`src/rtl/seq_multiplier.sv`:
```
// -----------------------------------------------------------------------------
// seq_multiplier
//   Unsigned shift-and-add multiplier, one partial product per clock.
//   A request is accepted in IDLE. RUN then performs xlen add/shift iterations
//   through a ripple-carry adder. DONE presents the exact 2*xlen-bit product
//   with a one-cycle done pulse.
//
// Ports
//   clk      : single clock, rising-edge active
//   rstn     : synchronous active-low reset
//   start    : begin a multiply (honoured only while ready=1)
//   a, b     : unsigned multiplicand / multiplier, sampled on the accepting edge
//   ready    : high only in IDLE
//   done     : one-cycle pulse, product valid in the same cycle
//   product  : a*b, held until the next completed operation
// -----------------------------------------------------------------------------

// ripple_carry_adder: plain width-bit ripple adder built from full-adder cells.
//   a, b : addends     cin  : carry in
//   sum  : result      cout : carry out of the MSB
module ripple_carry_adder #(
    parameter int width = 64
) (
    input  logic [width-1:0] a,
    input  logic [width-1:0] b,
    input  logic             cin,
    output logic [width-1:0] sum,
    output logic             cout
);

    logic [width:0] carry;

    assign carry[0] = cin;

    for (genvar i = 0; i < width; i++) begin : g_fa
        assign sum[i]       = a[i] ^ b[i] ^ carry[i];
        assign carry[i+1]   = (a[i] & b[i]) | (carry[i] & (a[i] ^ b[i]));
    end

    assign cout = carry[width];

endmodule

module seq_multiplier #(
    parameter int xlen = 64
) (
    input  logic              clk,
    input  logic              rstn,
    input  logic              start,
    input  logic [xlen-1:0]   a,
    input  logic [xlen-1:0]   b,
    output logic              ready,
    output logic              done,
    output logic [2*xlen-1:0] product
);

    localparam int cw = (xlen > 1) ? $clog2(xlen) : 1;

    typedef enum logic [1:0] {
        IDLE,
        RUN,
        DONE
    } state_t;

    state_t            state;
    logic [xlen-1:0]   multiplicand;
    logic [2*xlen-1:0] acc;
    logic [cw-1:0]     cnt;

    logic [xlen-1:0]   addend;
    logic [xlen-1:0]   sum;
    logic              carry;
    logic [2*xlen-1:0] acc_next;

    // The low half of acc starts as the multiplier; its LSB selects whether
    // this iteration adds the multiplicand into the upper half.
    assign addend = acc[0] ? multiplicand : '0;

    ripple_carry_adder #(
        .width (xlen)
    ) u_adder (
        .a    (acc[2*xlen-1:xlen]),
        .b    (addend),
        .cin  (1'b0),
        .sum  (sum),
        .cout (carry)
    );

    // The adder carry becomes the new MSB, so nothing is lost across the shift.
    assign acc_next = {carry, sum, acc[xlen-1:1]};

    always_ff @(posedge clk) begin
        // NOTE: every register here, including the datapath, is cleared by
        // reset so an abandoned operation leaves product reading zero.
        if (!rstn) begin
            // NOTE: non-blocking assignments throughout so every register
            // samples the pre-edge values, whatever the statement order.
            state        <= IDLE;
            ready        <= 1'b1;
            done         <= 1'b0;
            product      <= '0;
            acc          <= '0;
            multiplicand <= '0;
            cnt          <= '0;
        end else begin
            case (state)
                IDLE: begin
                    if (start) begin
                        multiplicand <= a;
                        acc          <= {{xlen{1'b0}}, b};
                        cnt          <= '0;
                        ready        <= 1'b0;
                        state        <= RUN;
                    end
                end
                RUN: begin
                    acc <= acc_next;
                    cnt <= cnt + cw'(1);
                    // cnt == xlen-1 marks the last of the xlen iterations.
                    if (cnt == cw'(xlen - 1)) begin
                        product <= acc_next;
                        done    <= 1'b1;
                        state   <= DONE;
                    end
                end
                DONE: begin
                    done  <= 1'b0;
                    ready <= 1'b1;
                    state <= IDLE;
                end
                default: begin
                    done  <= 1'b0;
                    ready <= 1'b1;
                    state <= IDLE;
                end
            endcase
        end
    end

endmodule

```
`config.mk`:
```
export PLATFORM = sky130hd
export DESIGN_NAME = seq_multiplier
export DESIGN_NICKNAME = d
export VERILOG_FILES = /design/src/rtl/seq_multiplier.sv
export SDC_FILE = /design/constraint.sdc
export NUM_CORES = 1
export LEC_CHECK = 0
export ABC_AREA = 1
export BUFFER_PORTS_ARGS = -buffer_cell sky130_fd_sc_hd__buf_2
export CAP_MARGIN = 40
export CORE_UTILIZATION = 40
export CTS_BUF_LIST = sky130_fd_sc_hd__clkbuf_16
export CTS_CLUSTER_SIZE = 40
export DETAILED_ROUTE_END_ITERATION = 8
export HOLD_SLACK_MARGIN = 0.08
export PLACE_DENSITY = 0.68
export SYNTH_ARGS = -nofsm -noshare
export SYNTH_HDL_FRONTEND = slang
export SYNTH_HIERARCHICAL = 1
export SYNTH_SLANG_ARGS = --single-unit
```
`constraint.sdc`:
```
create_clock -name clk -period 23.1 [get_ports clk]
set_clock_uncertainty 0.15 [all_clocks]
set_input_delay 1.155 -clock clk [delete_from_list [all_inputs] [get_ports clk]]
set_output_delay 1.155 -clock clk [all_outputs]
set_load 0.01 [all_outputs]
```
# Word level (Yosys, flattened, before mapping)
# Cells that the tools add are included.
[word_totals]
reg_bits = 330
inputBits = 131
out_inout_bits = 130
word_cells = 351
[classes]
addsub = 1
n_eq_ne = 4
n_mux = 12
bitwise_logic = 319
n_reduce_logical = 8
[ops]
columns = ["cell", "count"]
rows = [
  ["$pmux W128 S2", 1],
  ["$mux W128", 1],
  ["$and A1 B1 Y1", 127],
  ["$xor A1 B1 Y1", 127],
  ["$mux W64", 1],
  ["$or A1 B1 Y1", 63],
  ["$pmux W6 S2", 1],
  ["$reduce_and A2 Y1", 6],
  ["$add A6 B1 Y6 const B", 1],
  ["$eq A6 B6 Y1 const B", 1],
  ["$mux W6", 1],
  ["$mux W2", 2],
  ["$ne A2 B2 Y1 const B", 2],
  ["$pmux W1 S2", 2],
  ["$pmux W2 S2", 1],
  ["$eq A2 B1 Y1 const B", 1],
  ["$logic_not A2 Y1", 1],
  ["$mux W1", 2],
  ["$not A1 Y1", 2],
  ["$reduce_bool A2 Y1", 1],
]

# Depth between registers and ports, before layout
# Gate-level depths: netlist (run 1).
[depth]
depth_word = 129
mapped_depth = 73

# By module
# Netlist (run 1), hierarchy kept.
[modules_own_cells]
columns = ["module", "instances", "cells_each", "area_per_inst_um2"]
rows = [
  ["seq_multiplier", 1, 1844, 12978.7],
  ["ripple_carry_adder", 1, 74, 1318.8],
]

# Worst setup path before layout (run 1)
# OpenSTA, ideal clock, no wires.
[synth_timing]
path_type = "reg-to-reg"
from = "register acc[0]"
to = "register acc[126]"
setup_ns = 0.070
arrival_time_ns = 25.035
path_slack_ns = -2.155
path_stages_with_launch = 74
n_path_buf = 1
path_cell_list = "dfxtp_1 > clkbuf_1 > nand2_1 > inv_1 > fa_1 > fa_1 > fa_1 > fa_1 > fa_1 > fa_1 > fa_1 > fa_1 > fa_1 > fa_1 > fa_1 > fa_1 > fa_1 > fa_1 > [... 38 more ...] > fa_1 > fa_1 > fa_1 > fa_1 > fa_1 > fa_1 > fa_1 > fa_1 > fa_1 > fa_1 > fa_1 > fa_1 > fa_1 > inv_1 > fa_1 > inv_1 > nand2_1 > a21oi_1"
[synth_between]
elab_chain_len = 128
[synth_rtl]
columns = ["item", "line_no", "rtl"]
rows = [
  ["from (decl)", "67", "logic [2*xlen-1:0] acc;"],
  ["from (signal assigned)", "110", "acc <= {{xlen{1'b0}}, b};"],
  ["from (signal assigned)", "117", "acc <= acc_next;"],
  ["$mux W64", "77", "assign addend = acc[0] ? multiplicand : '0;"],
  ["net addend[0]", "70", "logic [xlen-1:0] addend;"],
  ["$and A1 B1 Y1 (2 in series)", "37", "assign carry[i+1] = (a[i] & b[i]) | (carry[i] & (a[i] ^ b[i]));"],
  ["$or A1 B1 Y1", "37", ""],
  ["$and A1 B1 Y1", "37", ""],
  ["$or A1 B1 Y1", "37", ""],
  ["$and A1 B1 Y1", "37", ""],
  ["$or A1 B1 Y1", "37", ""],
  ["[... 113 more ...]", "n/a", ""],
  ["$or A1 B1 Y1", "37", ""],
  ["$and A1 B1 Y1", "37", ""],
  ["$or A1 B1 Y1", "37", ""],
  ["$and A1 B1 Y1", "37", ""],
  ["$or A1 B1 Y1", "37", ""],
  ["$xor A1 B1 Y1", "36", "assign sum[i] = a[i] ^ b[i] ^ carry[i];"],
  ["net sum[63]", "71", "logic [xlen-1:0] sum;"],
  ["$pmux W128 S2", "106", "case (state)"],
]
# The timed path passes the listed nets, and every way through them passes these cells.
# A chain may end at the register's enable or synchronous reset.

# Worst setup path in the final report (run 1)
[layout_timing]
from = "register multiplicand[0]"
to = "register acc[126]"
[layout_between]
elab_chain_len = 128
[layout_rtl]
columns = ["item", "line_no", "rtl"]
rows = [
  ["from (decl)", "66", "logic [xlen-1:0] multiplicand;"],
  ["from (signal assigned)", "103", "multiplicand <= '0;"],
  ["from (signal assigned)", "109", "multiplicand <= a;"],
  ["$mux W64", "77", ""],
  ["net addend[0]", "70", ""],
  ["$and A1 B1 Y1 (2 in series)", "37", ""],
  ["$or A1 B1 Y1", "37", ""],
  ["$and A1 B1 Y1", "37", ""],
  ["$or A1 B1 Y1", "37", ""],
  ["$and A1 B1 Y1", "37", ""],
  ["$or A1 B1 Y1", "37", ""],
  ["[... 113 more ...]", "n/a", ""],
  ["$or A1 B1 Y1", "37", ""],
  ["$and A1 B1 Y1", "37", ""],
  ["$or A1 B1 Y1", "37", ""],
  ["$and A1 B1 Y1", "37", ""],
  ["$or A1 B1 Y1", "37", ""],
  ["$xor A1 B1 Y1", "36", ""],
  ["net sum[63]", "71", ""],
  ["$pmux W128 S2", "106", ""],
]
# The timed path passes the listed nets, and every way through them passes these cells.

==> results of run 1 <==
[worst min path at each step]
stage                     start          end  slack [ns]  depth (start not counted)
finish                    ready        ready        0.31                          2
global route        product[76]  product[76]        0.33                          2
CTS                        done         done        0.32                          2
detailed placement        ready        ready        0.31                          2
global placement          ready        ready        0.29                          2
floorplan               acc[80]      acc[80]        0.29                          2
[registers in the layout, indices dropped and copies added, names as in the netlist]
register and flops:
ready 1, done 1, multiplicand 64, product 128, acc 128, cnt 6
state 2
[final cells by class]
| class | instances | area (µm²) |
|---|---|---|
| Clock buffer | 41 | 1030 |
| Clock inverter | 29 | 160 |
| Fill cell | 3403 | 17600 |
| Inverter | 274 | 1030 |
| Multi-Input combinational cell | 1203 | 6400 |
| Sequential cell | 330 | 6610 |
| Tap cell | 455 | 569 |
| Timing Repair Buffer | 275 | 1460 |
[synthesized netlist by cell type]
library cell | instances | share of area
inv_1 | 271 | 0.071
inv_2 | 3 | 0.00079
o21ai_2 | 2 | 0.0012
nor3b_1 | 64 | 0.034
nand3_1 | 70 | 0.025
nor2_1 | 204 | 0.054
buf_2 | 39 | 0.014
nand4_1 | 1 | 0.00044
ha_1 | 1 | 0.00087
o21ai_0 | 126 | 0.044
buf_4 | 6 | 0.0032
dfxtp_1 | 330 | 0.46
fa_1 | 64 | 0.090
o21ai_1 | 6 | 0.0021
nor2_4 | 2 | 0.0016
a21oi_1 | 71 | 0.025
conb_1 | 1 | 0.00026
clkbuf_1 | 53 | 0.014
nand2_1 | 591 | 0.16
buf_1 | 13 | 0.0034
[metal layers]
metal | track usage | share of wire | routed length (µm)
met4 | 0.0574 | 0.022 | 793
met3 | 0.0305 | 0.048 | 1700
met2 | 0.329 | 0.46 | 16200
met5 | 0 | 0 | 0
met1 | 0.254 | 0.47 | 16800
[report_power, final]
group          internal (mW)  leakage (nW)  total [mW]  switching (mW)
registers              0.592          2.69       0.604          0.0116
logic                 0.0393          5.68       0.108          0.0686
clock network          0.331         0.588       0.569           0.238
[worst max-delay path: cells and delay by family, from the launching register on]
kind	cells	cell delay [ns]
AOI/OAI and AO/OA	1	0.15
adders and majority gates	64	22.33
buffers and inverters	5	0.28
DFF	1	0.32
and+or+nand+nor	2	0.11
[kinds of logic (layout without fill, tap and decap cells)]
family,count (synthesis),in the layout,synth area share
and+or+nand+nor,932,932,0.269
buffers and inverters,385,619,0.106
DFF,330,330,0.462
AOI/OAI and AO/OA,205,205,0.0723
adders and majority gates,65,65,0.0905
other,1,1,0.000262
[timing repair]
item	in CTS	in global routing
endpoints found under the setup margin	6	7
resized for setup	11	11
pin swaps	1	4
endpoints found under the hold margin	0	0
==> qor.csv, run 1 <==
metric,value,unit
outcome,"finished, violations left",
violated checks,setup timing,
total negative slack,-0.512,ns
PortBufs,260,
crit path max fanout,2,
HPWL after DPL,23500,µm
"Worst Setup Slack, final",-0.297,ns
Max Cap Viol,0,
vias in the first global route,11761,
"non-filler cells, final",2607,
"Slew Viols, Final",0,
CTS buffer count,38,
"commonest non-fill, non-tap cells in the layout","nand2_1 (588), dfxtp_1 (328), inv_1 (270)",
flop-to-flop setup slack,-0.30,ns
Most common cell on crit path,fa_2,
area grow syn2layout,20.7,%
CP startpoint kind,flip-flop,
RSZ-0062 raised after global routing,yes,
Worst-path clk slew,0.06,ns
post-synthesis sequential area ratio,0.462,
Die Area,36500,µm²
Rows,68,
die height,191,µm
core area,34900,µm²
Syn Area/Cell,7.45,µm²
Placed Instances,2537,
layout cells sized above 1,0.192,
critical path endpoint category,flip-flop,
final period utilization,1.01,
Hold WC Path Type,reg2reg,
clock root buffer,clkbuf_16,
DR vias/cell,4.63,
Placement Cell Area,16000,µm²
Post-Layout Inst Area,17300,µm²
hold-fix buffers at CTS,0,
# diodes,0,
post-route ant nets,0,
gpl congestion,0.814,
DP Worst Slack,-0.571,ns
Yosys warnings,6,
die width,191,µm
crit-path max cell delay,0.43,ns
CTS H-tree lvls,2,
postcts setup bufs,0,
Slew headroom,0.405,
Critical Path Source,multiplicand[0],
Total Power,1.28,mW
Residual DRC,0,
Seq cells post-synth,330,
Final nets,2318,
top-level I/O count,261,
DR iter-0 viols,620,
Critical Path AT,23.68,ns
Yosys cell types,20,
Worst Path Required,23.38,ns
reg2reg start,multiplicand[0],
slew of the pin with the lowest slew margin,0.893,ns
R2R Path End,acc[126],
clock sink count,330,
Syn Inst Count,1918,
Detailed Routing Iterations Pass 1,5,
Total GRT Usage,0.194,
critical path's slowest cell,fa_2,
Worst VDD drop,0.0461,mV
clk buf depth,3,
Starting Density,0.410,
drt wl/cell,13.6,µm
remaining global-route overflow,0,
Max Freq,0.0427,GHz
initial antenna violation count,2,
clock latency on the worst-skew pair,0.52,ns
power density cells,74.2,nW/µm²
"Setup violations, final",3,
"commonest non-fill, non-tap cell in the layout",nand2_1,
post-synthesis net count,2114,
"Core Util, Final",0.495,
leakage dissipation,8.96,nW
vias post-DR,12082,
Post-Syn Area,14300,µm²
CP Class,reg2reg,
CTS tree,yes,
pin count of the biggest net entering global routing,91,
R2R depth,72,
hold slack final,0.311,ns
Final Hold Vio Count,0,
first-pass GRT wire length,57900,µm
Critical Path Sink,acc[126],
post-layout minimum cycle time,23.40,ns
DRT Wirelength,35500,µm
Note: power is estimated with default switching activity, not from simulation.
==> run 2: changes to the inputs <==
SETUP_SLACK_MARGIN = 0.4   (was default)
==> run 2 against run 1 <==
The run still ends with setup timing left. Routed wire length is 2.1% lower. Sequential share of layout area is 0.19 points higher. Count of clock-buffer cells in the layout down 3. Total power is 1.2% lower. Non-clock buffer count shrank 1. Fmax increased by 0.24%. Utilization down 0.24 points. Combinational power hardly changed. Critical path type unchanged. Critical endpoint unchanged. Highest routed layer is now met5.
==> qor.csv, run 2 (synthesized netlist as in run 1, its figures left out) <==
metric,value,unit
outcome,"finished, violations left",
violated checks,setup timing,
P_sw,313,µW
Residual DRC,0,
met2 usage,0.330,
Max Cap Viol,0,
initial antenna violation count,2,
flop-to-flop setup slack,-0.24,ns
# diodes,0,
remaining global-route overflow,0,
Final nets,2317,
leakage dissipation,8.96,nW
Worst VDD drop,0.0489,mV
Global Route met1 Usage,0.245,
"commonest non-fill, non-tap cells in the layout","nand2_1 (589), dfxtp_1 (328), inv_1 (277)",
Rows,68,
post-route ant nets,0,
clock sink count,330,
logic gate share of total power,0.084,
core area,34900,µm²
Placed Instances,2536,
HPWL after DPL,22600,µm
slew of the pin with the lowest slew margin,0.862,ns
Worst-path clk slew,0.06,ns
top-level I/O count,261,
post-layout minimum cycle time,23.34,ns
"commonest non-fill, non-tap cell in the layout",nand2_1,
R2R Path End,acc[126],
R2R depth,72,
CP Class,reg2reg,
die width,191,µm
RSZ-0062 raised after global routing,yes,
HP Start,ready,
layout cells sized above 1,0.187,
crit-path max cell delay,0.39,ns
Clock Power Share,0.439,
Final Hold Vio Count,0,
"Worst Setup Slack, final",-0.240,ns
area grow syn2layout,20.1,%
Total GRT Usage,0.192,
clock root buffer,clkbuf_16,
Seq pwr share,0.477,
CTS tree,yes,
Worst Hold End,ready,
clk buf depth,3,
vias in the first global route,11783,
Hold WC Path Type,reg2reg,
PortBufs,260,
Worst Path Required,23.40,ns
drt wl/cell,13.4,µm
first-pass GRT wire length,57600,µm
"Slew Viols, Final",0,
"non-filler cells, final",2602,
switching share of power,0.247,
final period utilization,1.01,
crit path max fanout,2,
Die Area,36500,µm²
power density cells,73.7,nW/µm²
Most common cell on crit path,fa_2,
gpl congestion,0.818,
vias post-DR,12041,
Starting Density,0.410,
Slew headroom,0.425,
die height,191,µm
met3 Use GR,0.0336,
Critical Path AT,23.64,ns
Max Freq,0.0428,GHz
DP Worst Slack,-0.315,ns
clock latency on the worst-skew pair,0.52,ns
critical path's slowest cell,fa_1,
DR vias/cell,4.63,
CTS buffer count,38,
cell-internal power,952,µW
hold depth,2,
busiest layer in global routing,met2,
DRT Wirelength,34800,µm
"Setup violations, final",2,
CTS H-tree lvls,2,
critical path endpoint category,flip-flop,
Detailed Routing Iterations Pass 1,5,
reg2reg start,multiplicand[0],
pin count of the biggest net entering global routing,107,
CP startpoint kind,flip-flop,
Regs by FF count,"acc: 128 flops, product: 128 flops, multiplicand: 64 flops",
DR iter-0 viols,526,
==> run 2: cell count changes in the layout (fill, tap and decap cells not counted), moves of 3 or more <==
| cell | previous run | this run |
|---|---|---|
| clkinv_1 | 14 | 8 |
| clkinvlp_4 | 4 | 1 |
| inv_1 | 270 | 277 |
| clkbuf_16 | 41 | 38 |
| inv_2 | 9 | 6 |
==> run 2: layout make-up <==
type	count	area (µm²)
fillers	3493	17700
flip-flops and latches	330	6610
multi-input cells	1203	6380
repair buffers	274	1430
inverters	274	1030
clock buffers	38	951
well taps	455	569
clock inverters	28	194
==> run 2: metal layers <==
layer	part of all wire	routed length, µm
met1	0.45	15600
met5	0.00066	23
met4	0.020	702
met3	0.063	2180
met2	0.47	16300
==> run 2: critical path, delay by kind of cell, from the launching register on <==
kind                     cells  cell delay [ns]
AND/OR/NAND/NOR              2             0.11
AO/OA/AOI/OAI                1             0.16
adder cells (fa/ha/maj)     64            22.25
flip-flops                   1             0.32
buffers and inverters        5             0.29
==> run 2: repair_timing <==
action                                  in CTS  in global routing
gates cloned                                 0                  0
endpoints found under the setup margin       7                 10
gates resized for setup                      7                  0
setup buffers                                0                  0
endpoints found under the hold margin        0                  0
pin swaps                                    3                  3
hold buffers                                 0                  0
==> run 2: metrics by stage <==
stage	TNS, ns	util	hold WS (ns)	cell area [µm²]	total power, mW
2_1_floorplan	0	-	0.290	14500	0.689
3_3_place_gp	-0.292	0.458	0.291	16000	0.719
3_5_place_dp	-0.547	0.459	0.292	16000	0.722
4_1_cts	-0.353	0.492	0.310	17200	1.28
5_1_grt	-3.44	0.492	0.336	17200	1.32
6_report	-0.386	0.492	0.308	17200	1.26
==> run 2: power by group through the flow <==
stage	registers [mW]	logic [mW]	clock network (mW)
2_1_floorplan	0.613	0.0757	0
3_3_place_gp	0.615	0.105	0
3_5_place_dp	0.616	0.107	0
4_1_cts	0.603	0.108	0.571
5_1_grt	0.606	0.123	0.591
6_report	0.603	0.106	0.555
==> run 2: how the worst max path moves through the flow <==
stage                         start        to  slack [ns]  cells after the start
floorplan                   acc[64]  acc[126]        0.37                     70
global placement    multiplicand[0]  acc[126]       -0.19                     72
detailed placement  multiplicand[0]  acc[126]       -0.32                     72
CTS                 multiplicand[0]  acc[126]       -0.23                     72
global route        multiplicand[0]  acc[126]       -0.80                     72
finish              multiplicand[0]  acc[126]       -0.24                     72
